**config.mk**
```make
export PLATFORM = sky130hd
export DESIGN_NAME = physics_div_arbiter
export DESIGN_NICKNAME = d
export VERILOG_FILES = /design/src/rtl/physics_pkg.sv /design/src/rtl/seq_restoring_divider.sv /design/src/rtl/physics_div_arbiter.sv
export SDC_FILE = /design/constraint.sdc
export NUM_CORES = 1
export LEC_CHECK = 0
export CAP_MARGIN = 20
export CORE_MARGIN = 10
export CORE_UTILIZATION = 38
export CTS_BUF_LIST = sky130_fd_sc_hd__clkbuf_4 sky130_fd_sc_hd__clkbuf_8 sky130_fd_sc_hd__clkbuf_16
export CTS_CLUSTER_SIZE = 14
export DETAILED_ROUTE_END_ITERATION = 8
export GPL_TIMING_DRIVEN = 0
export SLEW_MARGIN = 40
export SYNTH_ARGS = -nofsm -noshare
export SYNTH_HDL_FRONTEND = slang
export SYNTH_SLANG_ARGS = --single-unit
```
**constraint.sdc**
```tcl
create_clock -name clock -period 10.01 [get_ports clock]
set_input_delay 2.002 -clock clock [delete_from_list [all_inputs] [get_ports clock]]
set_output_delay 2.002 -clock clock [all_outputs]
set_load 0.02 [all_outputs]
```
**src/rtl/physics_pkg.sv**
```systemverilog
// physics_pkg: shared definitions for the physics divide arbiter.
//   state_t    - arbiter FSM encoding (IDLE=0, LOAD=1, DIV=2, DONE=3)
//   DEF_*      - default requester count and operand widths
//   FRAC_BITS  - fractional bits of the 16.32 fixed-point force/quotient format
package physics_pkg;

    typedef enum logic [1:0] {
        ST_IDLE = 2'd0,
        ST_LOAD = 2'd1,
        ST_DIV  = 2'd2,
        ST_DONE = 2'd3
    } state_t;

    localparam int DEF_NREQ  = 4;   // 2 players x (x, y) axis
    localparam int DEF_DW    = 48;  // signed dividend / quotient width
    localparam int DEF_VW    = 32;  // unsigned divisor (mass) width
    localparam int FRAC_BITS = 32;  // 16.32 fixed point

endpackage

```
**src/rtl/seq_restoring_divider.sv**
```systemverilog
// seq_restoring_divider: unsigned DW / VW restoring divider, one quotient bit
// per clock, MSB first.
// Ports:
//   clock, reset - clock and asynchronous active-high reset
//   start        - load operands; iteration begins on the following edge
//   dividend     - unsigned dividend, sampled on start
//   divisor      - unsigned divisor (non-zero), sampled on start
//   done         - high during the cycle whose rising edge computes the last
//                  quotient bit; quotient is final from the next cycle on
//   quotient     - quotient register (holds dividend bits still to be consumed
//                  while running)
module seq_restoring_divider #(
    parameter int DW = 48,
    parameter int VW = 32
) (
    input  logic          clock,
    input  logic          reset,
    input  logic          start,
    input  logic [DW-1:0] dividend,
    input  logic [VW-1:0] divisor,
    output logic          done,
    output logic [DW-1:0] quotient
);

    localparam int CW = $clog2(DW);

    logic [VW-1:0] rem;        // partial remainder, always < divisor
    logic [VW-1:0] dvs;
    logic [DW-1:0] shreg;      // dividend bits shift out the top, quotient bits in the bottom
    logic [CW-1:0] cnt;
    logic          running;

    logic [VW:0]   rem_shift;  // remainder widened by one bit before the compare
    logic [VW-1:0] rem_sub;
    logic          fits;

    always_comb begin
        rem_shift = {rem, shreg[DW-1]};
        fits      = (rem_shift >= {1'b0, dvs});
        // When fits is set the difference is below 2^VW, so VW bits hold it exactly.
        rem_sub   = rem_shift[VW-1:0] - dvs;
        done      = running && (cnt == CW'(DW - 1));
    end

    assign quotient = shreg;

    always_ff @(posedge clock or posedge reset) begin
        if (reset) begin
            rem     <= '0;
            dvs     <= '0;
            shreg   <= '0;
            cnt     <= '0;
            running <= 1'b0;
        end else if (start) begin
            rem     <= '0;
            dvs     <= divisor;
            shreg   <= dividend;
            cnt     <= '0;
            running <= 1'b1;
        end else if (running) begin
            rem     <= fits ? rem_sub : rem_shift[VW-1:0];
            shreg   <= {shreg[DW-2:0], fits};
            cnt     <= cnt + 1'b1;
            if (done) begin
                running <= 1'b0;
            end
        end
    end

endmodule

```
**src/rtl/physics_div_arbiter.sv**
```systemverilog
// physics_div_arbiter: round-robin front end that shares one sequential
// restoring divider between NREQ physics requesters, with sign handling.
// Ports:
//   clock, reset - clock and asynchronous active-high reset
//   req          - per-requester level request
//   dividend_in  - requester i signed dividend at [i*DW +: DW]
//   divisor_in   - requester i unsigned divisor at [i*VW +: VW]
//   grant        - one-hot, one cycle, request accepted (operands sampled)
//   done         - one-hot, one cycle, result for that requester valid
//   quotient     - signed quotient, truncated toward zero, 0 outside done
//   div_zero     - qualifies done: divisor was zero (quotient forced to 0)
//   busy         - high from the grant cycle through the done cycle
//   fsm_state    - current FSM state (physics_pkg::state_t encoding)
//
// Handshake: a requester raises req and holds it until it sees grant; its
// operands are captured at the edge that raises grant and may change freely
// afterwards. The result is presented for exactly one cycle with done. A req
// still high when the block is back in IDLE (the done cycle's closing edge)
// is treated as a new request.
module physics_div_arbiter
    import physics_pkg::*;
#(
    parameter int NREQ = DEF_NREQ,
    parameter int DW   = DEF_DW,
    parameter int VW   = DEF_VW
) (
    input  logic              clock,
    input  logic              reset,
    input  logic [NREQ-1:0]   req,
    input  logic [NREQ*DW-1:0] dividend_in,
    input  logic [NREQ*VW-1:0] divisor_in,
    output logic [NREQ-1:0]   grant,
    output logic [NREQ-1:0]   done,
    output logic [DW-1:0]     quotient,
    output logic              div_zero,
    output logic              busy,
    output logic [1:0]        fsm_state
);

    localparam int IW = (NREQ > 1) ? $clog2(NREQ) : 1;

    state_t         state;
    logic [IW-1:0]  ptr;
    logic [IW-1:0]  idx;
    logic [DW-1:0]  op_dividend;
    logic [VW-1:0]  op_divisor;
    logic           neg;
    logic           zero_div;

    logic [IW-1:0]  win;
    logic [IW-1:0]  cand;
    logic           found;
    logic [DW:0]    ext;
    logic [DW:0]    mag_full;
    logic [DW-1:0]  mag;
    logic           unused_mag_top;
    logic           div_start;
    logic           div_last;
    logic [DW-1:0]  div_q;

    assign fsm_state = state;

    // Round robin: first requester at or after ptr, wrapping past NREQ-1.
    always_comb begin
        found = 1'b0;
        win   = '0;
        cand  = '0;
        for (int i = 0; i < NREQ; i++) begin
            cand = IW'((int'(ptr) + i) % NREQ);
            if (!found && req[cand]) begin
                found = 1'b1;
                win   = cand;
            end
        end
    end

    // Magnitude is negated in DW+1 bits so that -2^(DW-1) yields +2^(DW-1);
    // the top bit of the widened magnitude is then always zero.
    always_comb begin
        ext            = {op_dividend[DW-1], op_dividend};
        mag_full       = op_dividend[DW-1] ? (~ext + 1'b1) : ext;
        mag            = mag_full[DW-1:0];
        unused_mag_top = mag_full[DW];
    end

    assign div_start = (state == ST_LOAD) && (op_divisor != '0);

    seq_restoring_divider #(
        .DW (DW),
        .VW (VW)
    ) u_div (
        .clock    (clock),
        .reset    (reset),
        .start    (div_start),
        .dividend (mag),
        .divisor  (op_divisor),
        .done     (div_last),
        .quotient (div_q)
    );

    always_ff @(posedge clock or posedge reset) begin
        if (reset) begin
            state       <= ST_IDLE;
            ptr         <= '0;
            idx         <= '0;
            op_dividend <= '0;
            op_divisor  <= '0;
            neg         <= 1'b0;
            zero_div    <= 1'b0;
            grant       <= '0;
            done        <= '0;
            quotient    <= '0;
            div_zero    <= 1'b0;
            busy        <= 1'b0;
        end else begin
            grant    <= '0;
            done     <= '0;
            quotient <= '0;
            div_zero <= 1'b0;
            case (state)
                ST_IDLE: begin
                    if (found) begin
                        grant       <= NREQ'(1) << win;
                        idx         <= win;
                        op_dividend <= dividend_in[int'(win)*DW +: DW];
                        op_divisor  <= divisor_in[int'(win)*VW +: VW];
                        ptr         <= (win == IW'(NREQ - 1)) ? '0 : win + 1'b1;
                        busy        <= 1'b1;
                        state       <= ST_LOAD;
                    end else begin
                        busy <= 1'b0;
                    end
                end
                ST_LOAD: begin
                    neg      <= op_dividend[DW-1];
                    zero_div <= (op_divisor == '0);
                    state    <= (op_divisor == '0) ? ST_DONE : ST_DIV;
                end
                ST_DIV: begin
                    if (div_last) begin
                        state <= ST_DONE;
                    end
                end
                ST_DONE: begin
                    // done is raised here so the pulse lands in the IDLE
                    // cycle that also arbitrates the next request.
                    done     <= NREQ'(1) << idx;
                    div_zero <= zero_div;
                    quotient <= zero_div ? '0 : (neg ? (~div_q + 1'b1) : div_q);
                    state    <= ST_IDLE;
                end
                default: state <= ST_IDLE;
            endcase
        end
    end

endmodule

```
==> impl_metrics.env <==
export IMPL_power_internal_mw=3.98
export IMPL_cpPeakStageDelay_ns=0.57
export IMPL_final_common_cell="clkdlybuf4s50_1"
export IMPL_syn_avg_cell_area_um2=7.75
export IMPL_gp_congestion=0.914
export IMPL_dp_hpwl_mm=51.1
export IMPL_num_io_pins=386
export IMPL_synthesis_nets=2507
export IMPL_fp_dieArea_mm2=0.0523
export IMPL_syn_to_final_growth_pct=34.8
export IMPL_skew_ns=0.0172
export IMPL_final_nets=2927
export IMPL_grt_first_pass_wirelength_mm=96.8
export IMPL_drive_gt1_frac=0.0376
export IMPL_swShare=0.472
export IMPL_power_mw=7.54
export IMPL_p_leak_nw=9.75
export IMPL_synthArstFlopShare=1.00
export IMPL_synth_area_mm2=0.0166
export IMPL_finalCritPeriodShare=0.490
export IMPL_crit_buf_inv=5
export IMPL_tns_ns=0
export IMPL_drv_cap=0
export IMPL_cts_tree="yes"
export IMPL_crit_path_top_delay_cell="clkdlybuf4s50_1"
export IMPL_rows=76
export IMPL_power_frac_seq=0.273
export IMPL_final_min_clock_period_ns=4.91
export IMPL_synth_cells=2137
export IMPL_drv_slew=0
export IMPL_cts_resized=0
export IMPL_port_buffer_count=385
export IMPL_powerDensity_mw_per_mm2=338
export IMPL_final_cell_mix="clkdlybuf4s50_1, nand2_1, nor2_1"
export IMPL_path_clk_slew_ns=0.06
export IMPL_combPwrFrac=0.575
export IMPL_clkSinkCount=265
export IMPL_max_freq_mhz=204
export IMPL_end_kind="register"
export IMPL_relSlewSlack=0.443
export IMPL_die_h_um=229
export IMPL_setup_viol=0
export IMPL_vdd_drop_max_uv=155
export IMPL_routed_wirelength_mm=62.9
export IMPL_vias=16400
export IMPL_drt_pass1_iter_count=5
export IMPL_worst_slew_pin_slew_ns=0.830
export IMPL_ys_flop_type="dfrtp_1"
export IMPL_cp_arrival_ns=5.35
export IMPL_outcome="finished clean"
export IMPL_holdPathStages=2
export IMPL_worstPathCellList="clkdlybuf4s50_1 > mux2i_1 > a211o_1 > clkbuf_1 > inv_2 > clkbuf_1 > clkbuf_1 > nand2_1 > nand3_1 > o21ai_0 > o21ai_0"
export IMPL_cp_data_required_time_ns=10.45
export IMPL_grt_use_total=0.231
export IMPL_clockBufferDepth=3
export IMPL_hold_viol_final=0
export IMPL_clock_power_share=0.152
export IMPL_synth_cell_types=70
export IMPL_htreeDepth=1
export IMPL_rsz0062_at_grt="false"
export IMPL_grt_pass1_vias=16400
export IMPL_initial_core_util=0.384
export IMPL_synth_seq_area_share=0.400
export IMPL_clock_latency_ns=0.58
export IMPL_die_w_um=229
export IMPL_antenna_found_initial=4
export IMPL_drc=0
export IMPL_critPathMaxFanout=10
export IMPL_cpMostUsedCell="clkbuf_1"
export IMPL_switchingPower_mw=3.56
export IMPL_grt_max_degree=81
export IMPL_fin_util=0.518
export IMPL_clockRootBuffer="clkbuf_16"
export IMPL_postPlaceCellArea_mm2=0.0213
export IMPL_drt_wirelength_per_cell_um=19.9
export IMPL_holdBufCountCts=0
export IMPL_cp_start_kind="primary input"
export IMPL_ys_warn_count=0
export IMPL_synth_edf_count=0
export IMPL_drt_iter0_markers=1180
export IMPL_criticalPathCategory="primary input to register"
export IMPL_yosys_register_bits=265
export IMPL_whs_ns=0.486
export IMPL_holdCritPathClass="register to register"
export IMPL_grt_overflow=0
export IMPL_final_area_mm2=0.0223
export IMPL_ff2ff_path_depth=13
export IMPL_numCtsBuffers=29
export IMPL_post_cts_buffers=0
export IMPL_core_area_mm2=0.0431
export IMPL_via_per_inst=5.17
export IMPL_antenna_left=0
export IMPL_worstSetupPathDepth=11
export IMPL_cp_top_family="buffers and inverters"
[through the flow]
stage | cells | setup slack, ns
final | 3167 | 5.10
after global routing | 3165 | 4.91
after CTS | 3164 | 5.06
after detailed placement | 3111 | 4.46
after global placement | 3107 | -2.40
after floorplan | 2137 | 0.711
[Yosys cell counts, types with 5 or more instances]
cell type | number | area share
mux2i_1 | 58 | 0.035
clkbuf_1 | 137 | 0.031
nand4_1 | 12 | 0.0045
and3_1 | 6 | 0.0023
o21bai_1 | 6 | 0.0027
o21a_1 | 7 | 0.0032
xor2_1 | 52 | 0.028
inv_1 | 55 | 0.012
o31ai_1 | 21 | 0.0095
xnor2_1 | 69 | 0.036
nand2b_1 | 15 | 0.0057
nor3_1 | 12 | 0.0036
a21oi_1 | 88 | 0.027
o21ai_0 | 298 | 0.090
o41ai_1 | 10 | 0.0053
nor2_1 | 345 | 0.078
o31ai_2 | 12 | 0.0091
ha_1 | 43 | 0.032
a21o_1 | 10 | 0.0045
nor4_1 | 11 | 0.0042
or4_1 | 6 | 0.0027
a31oi_1 | 6 | 0.0023
nor2b_1 | 8 | 0.0030
or3_1 | 18 | 0.0068
dfrtp_1 | 265 | 0.40
a211oi_1 | 5 | 0.0023
o21ai_1 | 28 | 0.0085
nand3_1 | 84 | 0.025
nand2_1 | 383 | 0.087
[flip-flops by register name, indices dropped and copies added (netlist names), 2 cells and up]
| name | cells |
|---|---|
| u_div.dvs | 32 |
| done | 4 |
| u_div.cnt | 6 |
| quotient | 48 |
| fsm_state | 2 |
| idx | 2 |
| op_dividend | 48 |
| ptr | 2 |
| op_divisor | 32 |
| u_div.rem | 32 |
| u_div.quotient | 48 |
| grant | 4 |
[worst min-delay path, delay by kind of cell, from the launching register on]
family        cells  cell delay (ns)
simple gates      2             0.12
flops             1             0.34
[routing by layer]
metal / track usage / up-vias / routed length (µm)
li1: - / 8062 / -
met1: 0.310 / 7741 / 28900
met2: 0.371 / 504 / 28200
met3: 0.0503 / 69 / 4530
met4: 0.0560 / 4 / 1330
met5: 0 / - / 17
[layout make-up]
type | count | area (µm²)
clock inverters | 15 | 221
well taps | 585 | 732
plain buffers | 142 | 551
clock buffers | 38 | 812
multi-input cells | 1674 | 9180
repair buffers | 389 | 3960
fillers | 4261 | 20800
diodes | 3 | 7.51
inverters | 56 | 218
flip-flops and latches | 265 | 6630
[final timing paths]
path | start | end | slack [ns]
hold / removal | u_div.dvs[0]$_DFFE_PP0P_ | u_div.dvs[0]$_DFFE_PP0P_ | 0.49
max in group asynchronous | reset | u_div.quotient[19]$_DFFE_PP0P_ | 7.07
min in group asynchronous | reset | u_div.dvs[6]$_DFFE_PP0P_ | 1.90
hold reg to reg | u_div.dvs[0]$_DFFE_PP0P_ | u_div.dvs[0]$_DFFE_PP0P_ | 0.49
setup / recovery | req[1] | op_dividend[47]$_DFFE_PP0P_ | 5.10
setup reg to reg | u_div.dvs[20]$_DFFE_PP0P_ | u_div.rem[26]$_DFFE_PP0P_ | 5.82
[kinds of logic (layout without fill, tap and decap cells)]
kind of cell             count (synthesis)  count (layout)  share of synthesized area
AND/OR/NAND/NOR                        932             932                      0.240
AO/OA/AOI/OAI                          517             517                      0.180
buffers and inverters                  198             640                     0.0459
flip-flops                             265             265                      0.400
adder cells (fa/ha/maj)                 44              44                     0.0337
XOR/XNOR                               121             121                     0.0640
multiplexers                            60              60                     0.0364
other                                    0               3                          0
[power by group through the flow]
stage          sequential, mW  clock [mW]  combinational, mW
5_1_grt                  2.12        1.21               4.85
4_1_cts                  2.05        1.17               4.33
2_1_floorplan            2.02           0               2.88
3_5_place_dp             2.06           0               4.31
3_3_place_gp             2.04           0               4.26
6_report                 2.06        1.15               4.33
(Power assumes the default switching activity.)
